<file path="src/rtl/ones_pkg.sv">
// Shared definitions for the ones-counter chain: the deserializer state
// encoding, the standard frame widths with their count widths, and a
// reference popcount helper.
package ones_pkg;

    typedef enum logic {
        S_FILL = 1'b0,   // collecting serial bits into the frame
        S_HOLD = 1'b1    // frame complete, waiting for the consumer
    } fill_state_t;

    // Standard frame widths matching OnesCounter7/15/31/63
    localparam int W7  = 7;
    localparam int W15 = 15;
    localparam int W31 = 31;
    localparam int W63 = 63;

    // Count widths for the standard frames ($clog2(W+1))
    localparam int CNT7  = 3;
    localparam int CNT15 = 4;
    localparam int CNT31 = 5;
    localparam int CNT63 = 6;

    // Number of set bits in a frame of up to 63 bits
    function automatic int unsigned count_ones(input logic [62:0] w);
        int unsigned n;
        n = 0;
        for (int i = 0; i < 63; i++) begin
            n += int'(w[i]);
        end
        return n;
    endfunction

endpackage

</file>
<file path="src/rtl/ones_frame_deserializer.sv">
// Serial-to-parallel front end: shifts bits MSB-first into a WIDTH-bit frame
// and hands the completed frame to the ones counter under valid/ready.
//
// Handshake: a serial bit is taken on any rising edge where
// bit_valid && bit_ready; a frame is taken on any rising edge where
// word_valid && word_ready. word_valid and word_out are stable while waiting,
// and bit_valid never influences bit_ready. In S_HOLD bit_ready follows
// word_ready so a new frame can start in the same cycle the old one leaves.
module ones_frame_deserializer
    import ones_pkg::*;
#(
    parameter int WIDTH = 63,
    parameter int CNT_W = $clog2(WIDTH + 1)
) (
    input  logic             clk,
    input  logic             rst_n,
    input  logic             clear,
    input  logic             bit_in,
    input  logic             bit_valid,
    output logic             bit_ready,
    output logic [WIDTH-1:0] word_out,
    output logic             word_valid,
    input  logic             word_ready,
    output logic [CNT_W-1:0] fill_level
);

    fill_state_t      state;
    fill_state_t      state_nxt;
    logic [WIDTH-1:0] word_q;
    logic [WIDTH-1:0] word_nxt;
    logic [CNT_W-1:0] fill_q;
    logic [CNT_W-1:0] fill_nxt;
    logic             accept;
    logic             handoff;

    // Handshake outputs decoded from the state register (word_ready only matters in S_HOLD)
    always_comb begin
        bit_ready  = 1'b1;
        word_valid = 1'b0;
        if (state == S_HOLD) begin
            bit_ready  = word_ready;
            word_valid = 1'b1;
        end
    end

    assign accept     = bit_valid && bit_ready;
    assign handoff    = word_valid && word_ready;
    assign word_out   = word_q;
    assign fill_level = fill_q;

    // Next-state logic: shift on accept, freeze while held, restart on handoff, abort on clear
    always_comb begin
        state_nxt = state;
        word_nxt  = word_q;
        fill_nxt  = fill_q;
        if (clear) begin
            // Abort: any bit or handoff in this cycle is dropped
            state_nxt = S_FILL;
            word_nxt  = '0;
            fill_nxt  = '0;
        end else begin
            case (state)
                S_FILL: begin
                    if (accept) begin
                        word_nxt = {word_q[WIDTH-2:0], bit_in};
                        fill_nxt = fill_q + CNT_W'(1);
                        if (fill_q == CNT_W'(WIDTH - 1)) begin
                            state_nxt = S_HOLD;
                        end
                    end
                end
                S_HOLD: begin
                    if (handoff) begin
                        state_nxt = S_FILL;
                        if (accept) begin
                            // Bit arriving with the handoff opens the next frame
                            word_nxt = {{(WIDTH-1){1'b0}}, bit_in};
                            fill_nxt = CNT_W'(1);
                        end else begin
                            word_nxt = '0;
                            fill_nxt = '0;
                        end
                    end
                end
                default: begin
                    state_nxt = S_FILL;
                    word_nxt  = '0;
                    fill_nxt  = '0;
                end
            endcase
        end
    end

    // State, frame and fill registers with asynchronous active-low reset
    always_ff @(posedge clk or negedge rst_n) begin
        if (!rst_n) begin
            state  <= S_FILL;
            word_q <= '0;
            fill_q <= '0;
        end else begin
            state  <= state_nxt;
            word_q <= word_nxt;
            fill_q <= fill_nxt;
        end
    end

endmodule

</file>
<file path="config.mk">
export PLATFORM = sky130hd
export DESIGN_NAME = ones_frame_deserializer
export DESIGN_NICKNAME = d
export VERILOG_FILES = /design/src/rtl/ones_pkg.sv /design/src/rtl/ones_frame_deserializer.sv
export SDC_FILE = /design/constraint.sdc
export NUM_CORES = 1
export LEC_CHECK = 0
export BUFFER_PORTS_ARGS = -buffer_cell sky130_fd_sc_hd__buf_2
export CORE_MARGIN = 1.5
export CORE_UTILIZATION = 50
export DETAILED_ROUTE_END_ITERATION = 16
export GPL_TIMING_DRIVEN = 0
export PLACE_DENSITY = 0.77
export SLEW_MARGIN = 10
export SYNTH_ARGS = -nofsm -noshare
export SYNTH_HDL_FRONTEND = slang
export SYNTH_SLANG_ARGS = --single-unit
</file>
<file path="constraint.sdc">
create_clock -name clk -period 1.7 [get_ports clk]
set_input_delay 0.255 -clock clk [delete_from_list [all_inputs] [get_ports clk]]
set_output_delay 0.255 -clock clk [all_outputs]
set_load 0.01 [all_outputs]
</file>
==> metrics.txt, run 1 <==
core area 5140 sq um; # rows 26; Overflow after GRT 0; Final nets 278; Max stage delay on crit path 0.49 ns; top cells by area, synth dfrtp_1 (66%), a22o_1 (21%), buf_6 (2.5%); dpl ws 0.2479 ns; CTS sink count 70; Worst path top cell family by delay flip-flops; die width 76.06 microns; Crit. End Element flop; DRC 0; die area 5785 sq um; Slew Limit Fails 0; drt wl/cell 15.69 microns; Req. time, crit path 1.98 ns; Static Leakage 1.881 nW; sequential share of power 0.516; fin crit period 1.480 ns; area leader, netlist dfrtp_1; fin worst setup slack 0.2196 ns; H-tree lvl count 3; Comb power frac 0.051; crit start category flop; Layout area overhead 27.05%; CTS clock-pin slew for the worst setup and hold paths 0.07 ns; Fin. Hold Viols 0; post-route ant nets 0; first-pass GRT wire length 9308 microns; min-delay worst type input port to flop; CTS tree yes; Via-to-Cell Ratio 5.536; final setup TNS 0 ns; RSZ-0062 raised after global routing false; CP Max Fanout 10; CP arrival 1.76 ns; crit share post-route 0.8709; clock share of power 0.433; Detailed Place HPWL 3613 microns; Cell Pwr Density 961.7 nW/um^2; leading register cell type out of synthesis dfrtp_1; antenna violations before repair 0; Net Sw Frac 0.2139; slowest CP cell dfrtp_1; share of cells above drive strength 1 0.3964; Buf/Inv on CP 1; worst slew pin tran 0.3279 ns; Switch Pwr 0.0006976 W; largest net degree at the start of global routing 70; maximum clock rate 675.5 MHz; port bufs 75; async set-reset flop share out of synthesis 1.000; Gate Count Post-Synth 182; Root Buffer clkbuf_8; Seq/Total Area, Yosys 0.6564; crit path kind flop to flop; # IOs 77; Avg Inst Size Synth 14.66 sq um; CP cell instances a21o_1 -> nor2_4 -> buf_2 -> a22o_1; Worst Skew 0.007796 ns; Initial Util 0.5192; Pint 0.002563 W; RePlAce Congestion 0.7750; synthesized flop and latch total 70; n_diodes 0; VDD IR max 0.6067 mV; Slew headroom 0.7814; Synth top area share 0.6564; final setup fails 0; clk buf depth 2; Cell Area, Synth 2669 sq um; status completed; die height 76.06 microns; Post-synth EDFFs 0; post-CTS setup buffer count 0; total CTS buffers 9; Fill cells 420; total iterations of the first detailed-routing run 4; vias in the first global route 1865; register area 1752 sq um; cts repair resizes 0; number of DRC markers in iteration 0 81; yosys warns 0; gr usage total 0.2062; area occupied by multi-input gates 795.8 sq um; max_cap viols 0; routed vias 1910; syn nets 190; Pwr Total 0.003261 W; Yosys cell types 26; WL final 5412 microns; clk_lat worst skew 0.34 ns
==> cells in the final DEF, fill, tap and decap left out <==
cell	n
buf_2	81
dfrtp_1	70
a22o_1	64
clkbuf_8	13
buf_6	6
nand3_1	3
inv_1	3
buf_4	2
nor2b_4	2
nor2_1	2
nand3b_1	2
mux2i_1	2
xnor2_1	2
o21ai_0	2
or3_1	2
a21oi_1	2
ha_1	2
clkinv_2	2
nand2_1	1
nand2b_1	1
o2bb2ai_1	1
a21o_1	1
nor2_4	1
or2_1	1
a31oi_1	1
nand4b_1	1
o21bai_1	1
a221oi_1	1
bufinv_16	1
dlygate4sd3_1	1
buf_16	1
==> cells by family after synthesis <==
| kind of cell | Yosys count | synth area share |
|---|---|---|
| AO/OA/AOI/OAI | 73 | 0.2321 |
| flip-flops | 70 | 0.6564 |
| buffers and inverters | 17 | 0.04547 |
| AND/OR/NAND/NOR | 16 | 0.04266 |
| XOR/XNOR | 2 | 0.006565 |
| multiplexers | 2 | 0.007501 |
| adder cells (fa/ha/maj) | 2 | 0.009375 |
==> synth_stat cells (2+ instances only) <==
master / count
a21oi_1: 2
a22o_1: 64
buf_2: 7
buf_6: 6
dfrtp_1: 70
ha_1: 2
inv_1: 3
mux2i_1: 2
nand3_1: 3
nand3b_1: 2
nor2_1: 2
nor2b_4: 2
o21ai_0: 2
or3_1: 2
xnor2_1: 2
==> final cells by class <==
class / instances / area share
clock buffers: 13 / 0.05277
repair buffers: 77 / 0.1225
multi-input cells: 95 / 0.2347
plain buffers: 14 / 0.03247
clock inverters: 3 / 0.01181
well taps: 70 / 0.02583
flip-flops and latches: 70 / 0.5166
inverters: 3 / 0.003321
==> per-layer routing <==
layer	track usage	up-vias	share of wire
li1	-	871	-
met1	0.2811	971	0.47
met2	0.3018	59	0.45
met3	0.06946	9	0.063
met4	0.09259	0	0.017
met5	0	-	0
==> repair_timing <==
action | CTS | global route
endpoints found under the setup margin | 0 | 0
endpoints found under the hold margin | 70 | 0
hold buffers | 1 | 0
==> state kept, by name, summed over array words and instances, names as in the netlist <==
signal and flops:
state 1, word_out 63, fill_level 6
==> power groups by stage <==
stage               sequential (W)  combinational, W  clock [W]
detailed placement         0.00171          0.000165          0
global route               0.00168          0.000186    0.00152
CTS                        0.00168          0.000170    0.00143
floorplan                  0.00172         0.0000858          0
finish                     0.00168          0.000166    0.00141
global placement           0.00171          0.000155          0
==> final timing paths <==
kind                             start           end  slack [ns]  cells past startpoint
max in group asynchronous        rst_n   word_out[9]        0.95                      3
hold / removal                   clear   word_out[0]        0.17                      2
setup reg to reg                 state  word_out[49]        0.22                      4
min in group asynchronous        rst_n  word_out[56]        0.24                      2
setup / recovery                 state  word_out[49]        0.22                      4
hold reg to reg            word_out[5]   word_out[5]        0.52                      1
==> metrics by stage <==
step	hold WS, ns	utilization	area, sq um	std cells
after floorplan	-0.04059	-	2669	182
after global placement	0.4970	0.6093	3132	327
after detailed placement	0.05590	0.6151	3162	328
after CTS	0.1570	0.6597	3391	345
after global routing	0.1621	0.6597	3391	345
final	0.1663	0.6597	3391	345
Power figures use the tool's default switching activity.
==> run 2: changes to the inputs <==
CTS_BUF_LIST = sky130_fd_sc_hd__clkbuf_2   (was default)
==> run 2 against run 1 <==
Net effect: non-clock buffer count grew 2; combinational power is essentially flat; clock skew grew 0.018 ns.
==> metrics.txt, run 2 (synthesis gave the netlist of run 1 again) <==
final core utilization 0.6405 (was 0.6597); Slew Limit Fails 0 (unchanged); commonest non-fill, non-tap cells in the layout buf_2 (81), dfrtp_1 (70), a22o_1 (64) (unchanged); share of cells above drive strength 1 0.3791 (was 0.3964); Crit. End Element output pin (was flop); CP Max Fanout 9 (was 10); clk_lat worst skew 0.49 ns (was 0.34 ns); RSZ-0062 raised after global routing false (unchanged); DRC 0 (unchanged); die height 76.06 microns (unchanged); H-tree lvl count 3 (unchanged); # rows 26 (unchanged); clock share of power 0.317 (was 0.433); total CTS buffers 9 (unchanged); CTS clock-pin slew for the worst setup and hold paths 0.16 ns (was 0.07 ns); max_cap viols 0 (unchanged); die width 76.06 microns (unchanged); core area 5140 sq um (unchanged); sequential share of power 0.621 (was 0.516); worst slew pin tran 0.3276 ns (was 0.3279 ns); Fill cells 434 (was 420); cts repair resizes 0 (unchanged); CTS sink count 70 (unchanged); Worst Skew 0.02594 ns (was 0.007796 ns); final setup fails 0 (unchanged); gr usage total 0.2017 (was 0.2062); min-delay worst type input port to flop (unchanged); Final nets 280 (was 278); fin crit period 1.550 ns (was 1.480 ns); Overflow after GRT 0 (unchanged); max FFs per register 63 (unchanged); Initial Util 0.5192 (unchanged); Cell Pwr Density 823.7 nW/um^2 (was 961.7 nW/um^2); number of DRC markers in iteration 0 73 (was 81); CTS tree yes (unchanged); clk buf depth 2 (unchanged); CP cell instances nand2b_1 -> buf_2 (was a21o_1 -> nor2_4 -> buf_2 -> a22o_1); vias in the first global route 1881 (was 1865); Layout area overhead 23.35% (was 27.05%); maximum clock rate 645.1 MHz (was 675.5 MHz); total iterations of the first detailed-routing run 4 (unchanged); Slew headroom 0.7816 (was 0.7814); n_diodes 0 (unchanged); CP arrival 1.30 ns (was 1.76 ns); final setup TNS 0 ns (unchanged); Static Leakage 1.839 nW (was 1.881 nW); crit share post-route 0.9119 (was 0.8709); drt wl/cell 15.46 microns (was 15.69 microns); status completed (unchanged); Min Hold Slack 0.07505 ns (was 0.1663 ns); Max stage delay on crit path 0.54 ns (was 0.49 ns); WL final 5364 microns (was 5412 microns); crit path kind flop to output pin (was flop to flop); post-CTS setup buffer count 0 (unchanged); slowest CP cell dfrtp_1 (unchanged); antenna violations before repair 0 (unchanged); Switch Pwr 0.0006605 W (was 0.0006976 W); VDD IR max 0.4291 mV (was 0.6067 mV); most common cell after layout, fill and taps aside buf_2 (unchanged); Pint 0.002051 W (was 0.002563 W); Via-to-Cell Ratio 5.542 (was 5.536); Root Buffer clkbuf_2 (was clkbuf_8); largest net degree at the start of global routing 70 (unchanged); Net Sw Frac 0.2436 (was 0.2139); register area 1752 sq um (unchanged); Detailed Place HPWL 3613 microns (unchanged); dpl ws 0.2479 ns (unchanged); RePlAce Congestion 0.7750 (unchanged); post-route ant nets 0 (unchanged); Buf/Inv on CP 1 (unchanged); first-pass GRT wire length 9225 microns (was 9308 microns); fin worst setup slack 0.1497 ns (was 0.2196 ns); crit start category flop (unchanged); Fin. Hold Viols 0 (unchanged); Comb power frac 0.062 (was 0.051); Req. time, crit path 1.44 ns (was 1.98 ns); die area 5785 sq um (unchanged); Worst path top cell family by delay flip-flops (unchanged); area occupied by multi-input gates 795.8 sq um (unchanged); # IOs 77 (unchanged); routed vias 1923 (was 1910); port bufs 75 (unchanged)
## run 2: cell count changes in the layout (fill, tap and decap cells not counted)
cell           previous run  this run
clkinv_1                  0         4
clkbuf_8                 13         0
clkbuf_2                  0         9
dlygate4sd3_1             1         3
## run 2: power by group through the flow
stage               Clock [W]  Combinational, W  Sequential [W]
floorplan                   0         0.0000858         0.00172
global placement            0          0.000155         0.00171
detailed placement          0          0.000165         0.00171
CTS                  0.000872          0.000170         0.00168
global route         0.000962          0.000188         0.00169
finish               0.000859          0.000169         0.00168
## run 2: worst paths after layout
kind	slack, ns	from	cells past startpoint	to
min in group asynchronous	0.09	rst_n	2	word_out[56]
setup / recovery	0.15	state	2	bit_ready
hold reg to reg	0.54	word_out[15]	1	word_out[16]
setup reg to reg	0.21	state	4	word_out[49]
hold / removal	0.08	word_ready	3	word_out[0]
max in group asynchronous	1.11	rst_n	3	word_out[26]
## run 2: stage by stage
stage          std cells  cell area (sq um)  total power (W)
5_1_grt              347               3292         0.002837
6_report             347               3292         0.002711
2_1_floorplan        182               2669         0.001802
3_3_place_gp         327               3132         0.001868
3_5_place_dp         328               3162         0.001879
4_1_cts              346               3282         0.002725
## run 2: what timing repair did
action,4_1_cts,5_1_grt
hold buffers,2,1
endpoints found under the setup margin,0,0
hold endpoints to repair,71,1
## run 2: tightest hold or removal path, delay by kind of cell
| family | cells | cell delay [ns] |
|---|---|---|
| buffers and inverters | 1 | 0.13 |
| and+or+nand+nor | 1 | 0.07 |
| AOI/OAI and AO/OA | 1 | 0.07 |
## run 2: routing by layer
| layer | track usage | vias to the layer above | wire, microns |
|---|---|---|---|
| met2 | 0.3045 | 63 | 2443 |
| met4 | 0.06481 | 0 | 55 |
| met1 | 0.2719 | 977 | 2488 |
| li1 | - | 877 | - |
| met3 | 0.07665 | 6 | 377 |
| met5 | 0 | - | 0 |
## run 2: area by class of cell
type                       count  share of cell area
multi-input combinational     95              0.2417
clock inverter                 7             0.01672
tap                           70             0.02661
timing repair buffer          79              0.1323
clock buffer                   9             0.01368
buffer                        14             0.03345
sequential                    70              0.5321
inverter                       3            0.003421
